===== src/rtl/gpu_pixel_writer_if.sv =====
// Bus bundle between the pixel writer and its neighbours: the batch capture
// handshake from the shader core and the framebuffer write stream.
// master: the pixel writer itself. slave: the shader core / framebuffer side.
interface gpu_pixel_writer_if #(
    parameter int unsigned WIDTH     = 16,
    parameter int unsigned WORD_SIZE = 16,
    parameter int unsigned CH_BITS   = 4,
    parameter int unsigned ADDR_BITS = 12
);
    logic [WIDTH*WORD_SIZE*3-1:0] frame_in;
    logic                         frame_valid;
    logic                         frame_ready;
    logic                         fb_valid;
    logic                         fb_ready;
    logic [ADDR_BITS-1:0]         fb_addr;
    logic [3*CH_BITS-1:0]         fb_data;
    logic                         frame_done;

    modport master (
        input  frame_in,
        input  frame_valid,
        output frame_ready,
        output fb_valid,
        input  fb_ready,
        output fb_addr,
        output fb_data,
        output frame_done
    );

    modport slave (
        output frame_in,
        output frame_valid,
        input  frame_ready,
        input  fb_valid,
        output fb_ready,
        input  fb_addr,
        input  fb_data,
        input  frame_done
    );
endinterface


===== src/rtl/gpu_pixel_writer.sv =====
// Pixel writer: captures a WIDTH-lane batch of fp16 RGB values, converts each
// channel to saturated CH_BITS-bit unsigned fixed point and streams one pixel
// per accepted fb handshake to a wrapping framebuffer address.
// Optional build macro GPU_PIXEL_ROUND_EN: round-half-up instead of truncation.
// WORD_SIZE must be 16 (fp16); CH_BITS is assumed to be at most 10.
module gpu_pixel_writer #(
    parameter int unsigned WIDTH     = 16,
    parameter int unsigned WORD_SIZE = 16,
    parameter int unsigned CH_BITS   = 4,
    parameter int unsigned FB_PIXELS = 4096,
    parameter int unsigned ADDR_BITS = 12
) (
    input logic               clock,
    input logic               reset,
    gpu_pixel_writer_if.master bus
);
    localparam int unsigned LaneBits = (WIDTH > 1) ? $clog2(WIDTH) : 1;
    localparam int unsigned ChMax    = (1 << CH_BITS) - 1;
    localparam logic [ADDR_BITS-1:0] LastAddr = ADDR_BITS'(FB_PIXELS - 1);
    localparam logic [LaneBits-1:0]  LastLane = LaneBits'(WIDTH - 1);

    typedef enum logic [1:0] {StIdle, StConv, StSend} state_e;

    // fp16 -> unsigned fixed point. The value v*2^CH_BITS is formed by shifting
    // {hidden,m} right; one extra fraction bit is kept so rounding is a +1.
    function automatic logic [CH_BITS-1:0] fp16_to_fixed(input logic [15:0] h);
        logic        s;
        logic [4:0]  e;
        logic [9:0]  m;
        logic [10:0] mant;
        logic [4:0]  eff_e;
        logic [11:0] t;
        logic [12:0] q;
        int          sh;
        s     = h[15];
        e     = h[14:10];
        m     = h[9:0];
        mant  = {(e != 5'd0), m};
        eff_e = (e == 5'd0) ? 5'd1 : e;
        if (e == 5'd31 && m != 10'd0) return '0;
        if (s) return '0;
        // +inf and every v >= 1.0 saturate
        if (e >= 5'd15) return '1;
        sh = 25 - int'(CH_BITS) - int'(eff_e);
        if (sh >= 12) t = '0;
        else          t = {mant, 1'b0} >> sh;
`ifdef GPU_PIXEL_ROUND_EN
        q = ({1'b0, t} + 13'd1) >> 1;
`else
        q = {1'b0, t} >> 1;
`endif
        if (q > 13'(ChMax)) return '1;
        return q[CH_BITS-1:0];
    endfunction

    state_e                           state_q;
    logic [WIDTH*WORD_SIZE*3-1:0]     frame_q;
    logic [WIDTH-1:0][3*CH_BITS-1:0]  conv_q;
    logic [WIDTH-1:0][3*CH_BITS-1:0]  conv_all;
    logic [LaneBits-1:0]              lane_q;
    logic [LaneBits-1:0]              lane_next;
    logic [ADDR_BITS-1:0]             addr_q;
    logic [3*CH_BITS-1:0]             fb_data_q;
    logic                             fb_valid_q;
    logic                             frame_ready_q;
    logic                             frame_done_q;

    // Parallel conversion of every channel of the captured batch.
    always_comb begin
        conv_all = '0;
        for (int g = 0; g < int'(WIDTH); g++) begin
            conv_all[g] = {fp16_to_fixed(frame_q[(3*g)*WORD_SIZE +: 16]),
                           fp16_to_fixed(frame_q[(3*g+1)*WORD_SIZE +: 16]),
                           fp16_to_fixed(frame_q[(3*g+2)*WORD_SIZE +: 16])};
        end
    end

    // Next lane index, only used while lane_q is not the last lane.
    always_comb begin
        lane_next = lane_q + 1'b1;
    end

    // Capture / convert / send FSM with registered outputs.
    always_ff @(posedge clock) begin
        if (reset) begin
            state_q       <= StIdle;
            frame_q       <= '0;
            conv_q        <= '0;
            lane_q        <= '0;
            addr_q        <= '0;
            fb_data_q     <= '0;
            fb_valid_q    <= 1'b0;
            frame_ready_q <= 1'b1;
            frame_done_q  <= 1'b0;
        end else begin
            frame_done_q <= 1'b0;
            case (state_q)
                StIdle: begin
                    if (bus.frame_valid && frame_ready_q) begin
                        frame_q       <= bus.frame_in;
                        frame_ready_q <= 1'b0;
                        state_q       <= StConv;
                    end
                end
                StConv: begin
                    // Lane 0 comes straight from the converter so it is
                    // presented in the same cycle conv_q fills.
                    conv_q     <= conv_all;
                    fb_data_q  <= conv_all[0];
                    fb_valid_q <= 1'b1;
                    lane_q     <= '0;
                    state_q    <= StSend;
                end
                StSend: begin
                    if (bus.fb_ready) begin
                        addr_q <= (addr_q == LastAddr) ? '0 : addr_q + 1'b1;
                        if (addr_q == LastAddr) frame_done_q <= 1'b1;
                        if (lane_q == LastLane) begin
                            lane_q        <= '0;
                            fb_valid_q    <= 1'b0;
                            frame_ready_q <= 1'b1;
                            state_q       <= StIdle;
                        end else begin
                            lane_q    <= lane_next;
                            fb_data_q <= conv_q[lane_next];
                        end
                    end
                end
                default: state_q <= StIdle;
            endcase
        end
    end

    assign bus.frame_ready = frame_ready_q;
    assign bus.fb_valid    = fb_valid_q;
    assign bus.fb_addr     = addr_q;
    assign bus.fb_data     = fb_data_q;
    assign bus.frame_done  = frame_done_q;
endmodule


===== src/flat_wrapper.sv =====
// flat-port wrapper written by rule: the top's interface ports become plain ports
module gpu_pixel_writer_flat 
#(
    parameter int unsigned WIDTH     = 16,
    parameter int unsigned WORD_SIZE = 16,
    parameter int unsigned CH_BITS   = 4,
    parameter int unsigned FB_PIXELS = 4096,
    parameter int unsigned ADDR_BITS = 12
)
  (clock, reset, bus_frame_in, bus_frame_valid, bus_frame_ready, bus_fb_valid, bus_fb_ready, bus_fb_addr, bus_fb_data, bus_frame_done);
  gpu_pixel_writer_if #(.WIDTH(WIDTH), .WORD_SIZE(WORD_SIZE), .CH_BITS(CH_BITS), .ADDR_BITS(ADDR_BITS)) bus_i ();
  input logic clock;
  input logic reset;
  input wire logic [$bits(bus_i.frame_in)-1:0] bus_frame_in;
  input wire logic [$bits(bus_i.frame_valid)-1:0] bus_frame_valid;
  output wire logic [$bits(bus_i.frame_ready)-1:0] bus_frame_ready;
  output wire logic [$bits(bus_i.fb_valid)-1:0] bus_fb_valid;
  input wire logic [$bits(bus_i.fb_ready)-1:0] bus_fb_ready;
  output wire logic [$bits(bus_i.fb_addr)-1:0] bus_fb_addr;
  output wire logic [$bits(bus_i.fb_data)-1:0] bus_fb_data;
  output wire logic [$bits(bus_i.frame_done)-1:0] bus_frame_done;
  assign bus_i.frame_in = bus_frame_in;
  assign bus_i.frame_valid = bus_frame_valid;
  assign bus_frame_ready = bus_i.frame_ready;
  assign bus_fb_valid = bus_i.fb_valid;
  assign bus_i.fb_ready = bus_fb_ready;
  assign bus_fb_addr = bus_i.fb_addr;
  assign bus_fb_data = bus_i.fb_data;
  assign bus_frame_done = bus_i.frame_done;
  gpu_pixel_writer #(.WIDTH(WIDTH), .WORD_SIZE(WORD_SIZE), .CH_BITS(CH_BITS), .FB_PIXELS(FB_PIXELS), .ADDR_BITS(ADDR_BITS)) u_core (.clock(clock), .reset(reset), .bus(bus_i));
endmodule

===== config.mk =====
export PLATFORM = sky130hd
export DESIGN_NAME = gpu_pixel_writer_flat
export DESIGN_NICKNAME = d
export VERILOG_FILES = /design/src/rtl/gpu_pixel_writer_if.sv /design/src/rtl/gpu_pixel_writer.sv /design/src/flat_wrapper.sv
export SDC_FILE = /design/constraint.sdc
export NUM_CORES = 2
export LEC_CHECK = 0
export CORE_MARGIN = 2
export CORE_UTILIZATION = 50
export CTS_CLUSTER_SIZE = 10
export DETAILED_ROUTE_END_ITERATION = 10
export MAX_ROUTING_LAYER = met4
export PLACE_DENSITY_LB_ADDON = 0.12
export SLEW_MARGIN = 20
export SYNTH_ARGS = -nofsm -noshare
export SYNTH_HDL_FRONTEND = slang
export SYNTH_SLANG_ARGS = --single-unit

===== constraint.sdc =====
create_clock -name clock -period 4.6 [get_ports clock]
set_input_delay 0.92 -clock clock [delete_from_list [all_inputs] [get_ports clock]]
set_output_delay 0.92 -clock clock [all_outputs]
set_load 0.02 [all_outputs]

* Yosys cells after proc, flatten, opt, wreduce, memory -nomap -nowiden
Index checks and enable logic that the tools add are counted.
** Storage, ports and cells
- Register bits :: 993
- Output and inout port bits :: 27
** Operators by class
- Mux-type cells :: 1125
- Magnitude comparators :: 145
- Reduce and logical (&&, ||, !) cells :: 204
- Add/subtract/negate cells :: 50
- Shift-type cells :: 48
- Eq/ne operators :: 56
- Bitwise operators :: 2
** Operators with widths (count)
- 12-bit 2-to-1 mux :: 196
- 4-bit 2-to-1 mux :: 386
- 32-bit by 5-bit >= comparator with 1-bit output, second input constant :: 48
- 12-bit by 32-bit right shift with 12-bit output :: 48
- 11-bit by 4-bit greater-than comparator with 1-bit output, second input constant :: 48
- 1-bit 2-to-1 mux :: 486
- 10-bit nonzero test :: 48
- 5-bit by 5-bit subtractor with 6-bit output, first input constant :: 48
- 5-bit == test, second input constant :: 48
- 5-bit by 4-bit >= comparator with 1-bit output, second input constant :: 48
- 5-bit logical NOT :: 48
- 5-bit 2-to-1 mux :: 48
- 5-bit nonzero test :: 48
- 1-bit logical AND :: 49
- 12-bit binary-select mux with 4-bit select :: 1
- 12-bit case mux with 2 select lines :: 1
- 12-bit by 1-bit adder with 12-bit output, second input constant :: 1
- 12-bit == test, second input constant :: 1
- 3-bit AND reduction :: 3
- 4-bit case mux with 2 select lines :: 1
- 2-bit 2-to-1 mux :: 3
- 2-bit case mux with 3 select lines :: 1
- 2-bit AND reduction :: 3
- 4-bit by 5-bit less-than comparator with 1-bit output, second input constant :: 1
- other kinds (12) :: 17

* Logic depth before layout (Yosys ltp)
- Depth in word-level cells :: 19
- Gate-level depth with buffers :: 12

* Least setup slack after synthesis
No wires, ideal clock.
- Kind :: reg2reg
- Start :: register u_core.frame_q[587]
- End :: register u_core.conv_q[155] (netlist bit)
- Arrival time :: 2.473 ns
- Required time :: 4.483 ns
- Stages on the path, launching flop included :: 13
- Slack :: 2.010 ns
- Clock period less this slack :: 2.590 ns
- Library setup time :: 0.117 ns
- Path buffers :: 4
- Cells stage by stage :: dfxtp_1 -> buf_6 -> clkbuf_1 -> clkbuf_1 -> clkbuf_1 -> ha_1 -> o21a_1 -> a221oi_1 -> o31a_1 -> o311ai_1 -> o211a_1 -> nand3_1 -> a22o_1
** Between the ends
- Longest elaborated chain between the ends :: 17
- Elaborated cells on any way between the ends :: 28
** RTL lines
- start: declaration :: line gpu_pixel_writer.sv:57 : logic [WIDTH*WORD_SIZE*3-1:0] frame_q;
- start signal: assignment :: line gpu_pixel_writer.sv:100 : frame_q <= bus.frame_in;
- 5-bit logical NOT :: line gpu_pixel_writer.sv:39 : eff_e = (e == 5'd0) ? 5'd1 : e;
- 5-bit 2-to-1 mux :: line gpu_pixel_writer.sv:39
- 5-bit by 5-bit subtractor with 6-bit output :: line gpu_pixel_writer.sv:44 : sh = 25 - int'(CH_BITS) - int'(eff_e);
- 32-bit by 5-bit >= comparator with 1-bit output or 12-bit by 32-bit right shift with 12-bit output (tied branches) :: line gpu_pixel_writer.sv:45, gpu_pixel_writer.sv:46
- 12-bit 2-to-1 mux :: line gpu_pixel_writer.sv:45 : if (sh >= 12) t = '0;
- 12-bit 2-to-1 mux :: line gpu_pixel_writer.sv:44
- 12-bit 2-to-1 mux :: line gpu_pixel_writer.sv:43 : if (e >= 5'd15) return '1;
- 12-bit 2-to-1 mux :: line gpu_pixel_writer.sv:41 : if (s) return '0;
- 11-bit by 4-bit greater-than comparator with 1-bit output :: line gpu_pixel_writer.sv:52 : if (q > 13'(ChMax)) return '1;
- 1-bit 2-to-1 mux :: line gpu_pixel_writer.sv:52
- 1-bit 2-to-1 mux :: line gpu_pixel_writer.sv:44
- 1-bit 2-to-1 mux :: line gpu_pixel_writer.sv:43
- 1-bit 2-to-1 mux :: line gpu_pixel_writer.sv:41
- 4-bit 2-to-1 mux :: line gpu_pixel_writer.sv:53 : return q[CH_BITS-1:0];
- 4-bit 2-to-1 mux :: line gpu_pixel_writer.sv:44
- 4-bit 2-to-1 mux :: line gpu_pixel_writer.sv:43
- 4-bit 2-to-1 mux * :: line gpu_pixel_writer.sv:41
- end signal: assignment :: line gpu_pixel_writer.sv:108 : conv_q <= conv_all;
- end: declaration :: line gpu_pixel_writer.sv:58 : logic [WIDTH-1:0][3*CH_BITS-1:0] conv_q;
Every way passes the cells marked *; elsewhere a longest branch is shown, timed or not. The select of a mux whose other input is x is not followed.
A chain may end at the register's enable or synchronous reset.

* Worst setup path after layout
- Start :: register u_core.frame_q[315]
- End :: register u_core.conv_q[76] (netlist bit)
The elaborated chain is that of the path after synthesis.

==> reports/qor.txt <==
Max Slew Vio Count = 0
Yosys reg bits = 993
CP Data Required Time = 5.15 ns
largest net degree at the start of global routing = 205
H-tree Lvls = 3
Period minus WS final = 3.12 ns
Worst setup SP type = flip-flop
kind of critical path = flip-flop to flip-flop
Syn Inst Count = 7527
Longest Clk Path Bufs = 3
slew margin rel. = 31.6%
HPWL after detailed placement = 143 mm
vias per std cell = 5.97
Peak supply drop = 315 µV
DIE WIDTH = 342 µm
sw frac = 31.1%
GPL Wtd Cong = 0.954
drt initial violations = 5096
Sink Count = 993
clock share of power = 35.1%
Root Buffer = clkbuf_16
post-placement cell count = 9243
outcome = completed
Post-synth EDFFs = 0
Main synth FF type = dfxtp_1
Worst Path Arrival = 3.67 ns
post-route setup TNS = 0 ns
slowest CP cell = o31ai_1
ys async rst share = 0%
Worst-path clk slew = 0.06 ns
Period Utilization, post-route = 67.8%
sequential share of power = 42.0%
Pre-antenna DRT Iters = 6
Final nets = 8684
worst min-delay path category = flip-flop to flip-flop
Post-CTS Setup Bufs = 0
CP max stage delay = 0.82 ns
Starting Density = 50.5%
die area = 117000 µm²
# fillers = 10.3k
I/O Buffers = 798
Routed Antenna Nets = 0
LEAKAGE = 24.2 nW
Critical Path Fanout Max = 14
Post-Route WL = 193 mm
CTS tree = yes
Synth Area in Adders = 1.10%
post-cts hold buffer count = 0
layout cells sized above 1 = 6.85%
Tot GR Track Use = 32.6%
clock latency on the worst-skew pair = 0.71 ns
Synth-to-Final Area Change = 20.4%
Synth Area in XOR/XNOR = 1.63%
actual slew at the worst max-slew pin = 1.02 ns
fmax = 321 MHz
first-pass GRT wire length = 295 mm
post-layout util = 60.8%
Synth cell types = 84
final std cells w/o fill = 9451
crit path cell chain = nor4_1, nor2_2, mux4_2, a32o_1, o31ai_1, nand2_1
clk_skew = 0.0168 ns
yosys warns = 0
largest family of logic cells by synthesized area = simple AND/OR/NAND/NOR gates
RSZ-0062 raised after global routing = no
path depth of the worst reg2reg path = 6
Sw Pwr = 7.51 mW
DRC = 0
initial antenna violation count = 44
share of total power in combinational logic = 22.9%
FP Rows = 123
internal power = 16.7 mW
total grt overflow = 0
area of the core = 113000 µm²
vias = 56.4k
PD cells = 352 nW/µm²
mux cell area share after synthesis = 11.6%
syn avg cell area = 7.57 µm²
Synth Area in Simple Gates = 25.0%
Net Count, Synth = 8349
DIE HEIGHT = 342 µm
Hold Vio Cnt, Final = 0
CTS resizes = 0
Ports = 799
Post-Syn Area = 57000 µm²
final setup fails = 0
Hold Crit Depth = 2
CTS buffer count = 117
max_cap viols = 0
vias in the first global route = 51.5k
post-synthesis sequential area ratio = 34.9%
Synth Area in Compound Gates = 21.1%
CP endpoint kind = flip-flop
WL/cell = 20.5 µm
area by class of cell:
cell class              count  area [µm²]  share of cell area (%)
multi-input cells        5836       34500                    50.3
flip-flops and latches    993       19900                    29.0
repair buffers            847        8610                    12.6
clock buffers             163        3300                    4.81
well taps                1500        1880                    2.74
inverters                  67         251                   0.367
diodes                     34        85.1                   0.124
clock inverters            11        80.1                   0.117
kinds of logic after synthesis:
| family | Yosys count |
|---|---|
| and+or+nand+nor | 3204 |
| AOI/OAI and AO/OA | 2020 |
| DFF | 993 |
| buffers and inverters | 698 |
| muxes | 456 |
| xor gates and xnor gates | 106 |
| adders and majority gates | 50 |
path summary, 6_finish.rpt:
kind                             from           endpoint  slack (ns)
setup / recovery  u_core.frame_q[315]  u_core.conv_q[76]        1.48
hold / removal       u_core.conv_q[6]   u_core.conv_q[6]        0.44
setup reg to reg  u_core.frame_q[315]  u_core.conv_q[76]        1.48
hold reg to reg      u_core.conv_q[6]   u_core.conv_q[6]        0.44
metal layers:
| layer | track usage (%) | part of all wire (%) | up-vias |
|---|---|---|---|
| li1 | - | - | 27300 |
| met1 | 43.0 | 43 | 26800 |
| met2 | 50.1 | 46 | 1979 |
| met3 | 4.47 | 6.6 | 346 |
| met4 | 14.3 | 4.2 | 0 |
| met5 | - | 0 | - |
cell usage after synthesis (all sizes together) (50+ instances only):
cell type	instances	area [µm²]
a21oi	1087	5450
a31oi	95	594
buf	94	450
clkbuf	537	2020
dfxtp	993	19900
ha	50	626
inv	67	251
mux2	75	845
mux2i	227	2270
mux4	154	3470
nand2	1990	7470
nand2b	75	469
nand3	151	756
nand3b	53	398
nor2	379	1530
nor2b	85	532
nor3	114	576
nor4	136	952
o21ai	298	1490
o31ai	52	395
xor2	57	499
layout by cell type, fill, tap and decap left out, types with 43 or more instances in the layout:
cell,synthesis,final
mux4_2,154,154
nor2b_1,85,84
dfxtp_1,993,992
or2_2,46,46
o31ai_1,51,51
ha_1,50,49
a31oi_1,95,95
xnor2_1,49,48
mux2_2,75,75
xor2_1,57,56
nor2_1,348,346
nand3_1,151,151
nand2_1,1989,1989
nor4_1,124,124
o21a_1,43,43
nor3_1,113,107
nand2b_1,75,73
nand3b_1,53,53
clkdlybuf4s50_1,0,797
clkbuf_16,0,121
a21oi_1,1085,1085
a211oi_1,49,49
o21ai_0,298,298
mux2i_1,227,227
inv_1,67,67
worst max-delay path, delay by kind of cell, from the launching register on:
kind | cells | cell delay, ns
AO/OA/AOI/OAI | 2 | 1.12
AND/OR/NAND/NOR | 3 | 0.64
flip-flops | 1 | 0.60
multiplexers | 1 | 0.60
per-stage QoR:
step / area [µm²] / total power [mW] / setup slack [ns] / hold WS (ns)
after floorplan: 57000 / 13.9 / 2.01 / 0.410
after global placement: 65100 / 15.7 / 1.40 / 0.421
after detailed placement: 65100 / 15.8 / 1.34 / 0.426
after CTS: 68500 / 24.2 / 1.58 / 0.434
after global routing: 68600 / 25.3 / 1.41 / 0.449
final: 68600 / 24.2 / 1.48 / 0.436
registers in the layout, indices dropped and copies added, names as in the netlist:
register and count:
u_core.frame_q 768, u_core.conv_q 192, u_core.bus.fb_addr 12, u_core.bus.fb_data 12
u_core.lane_q 4, u_core.state_q 2, u_core.bus.fb_valid 1, u_core.bus.frame_done 1
u_core.bus.frame_ready 1
power groups by stage:
stage	Sequential (mW)	Combinational, mW	Clock, mW
2_1_floorplan	9.77	4.11	0
3_3_place_gp	10.3	5.43	0
3_5_place_dp	10.3	5.47	0
4_1_cts	10.1	5.49	8.63
5_1_grt	10.3	6.08	8.97
6_report	10.2	5.52	8.49
Note: power is estimated with default switching activity, not from simulation.
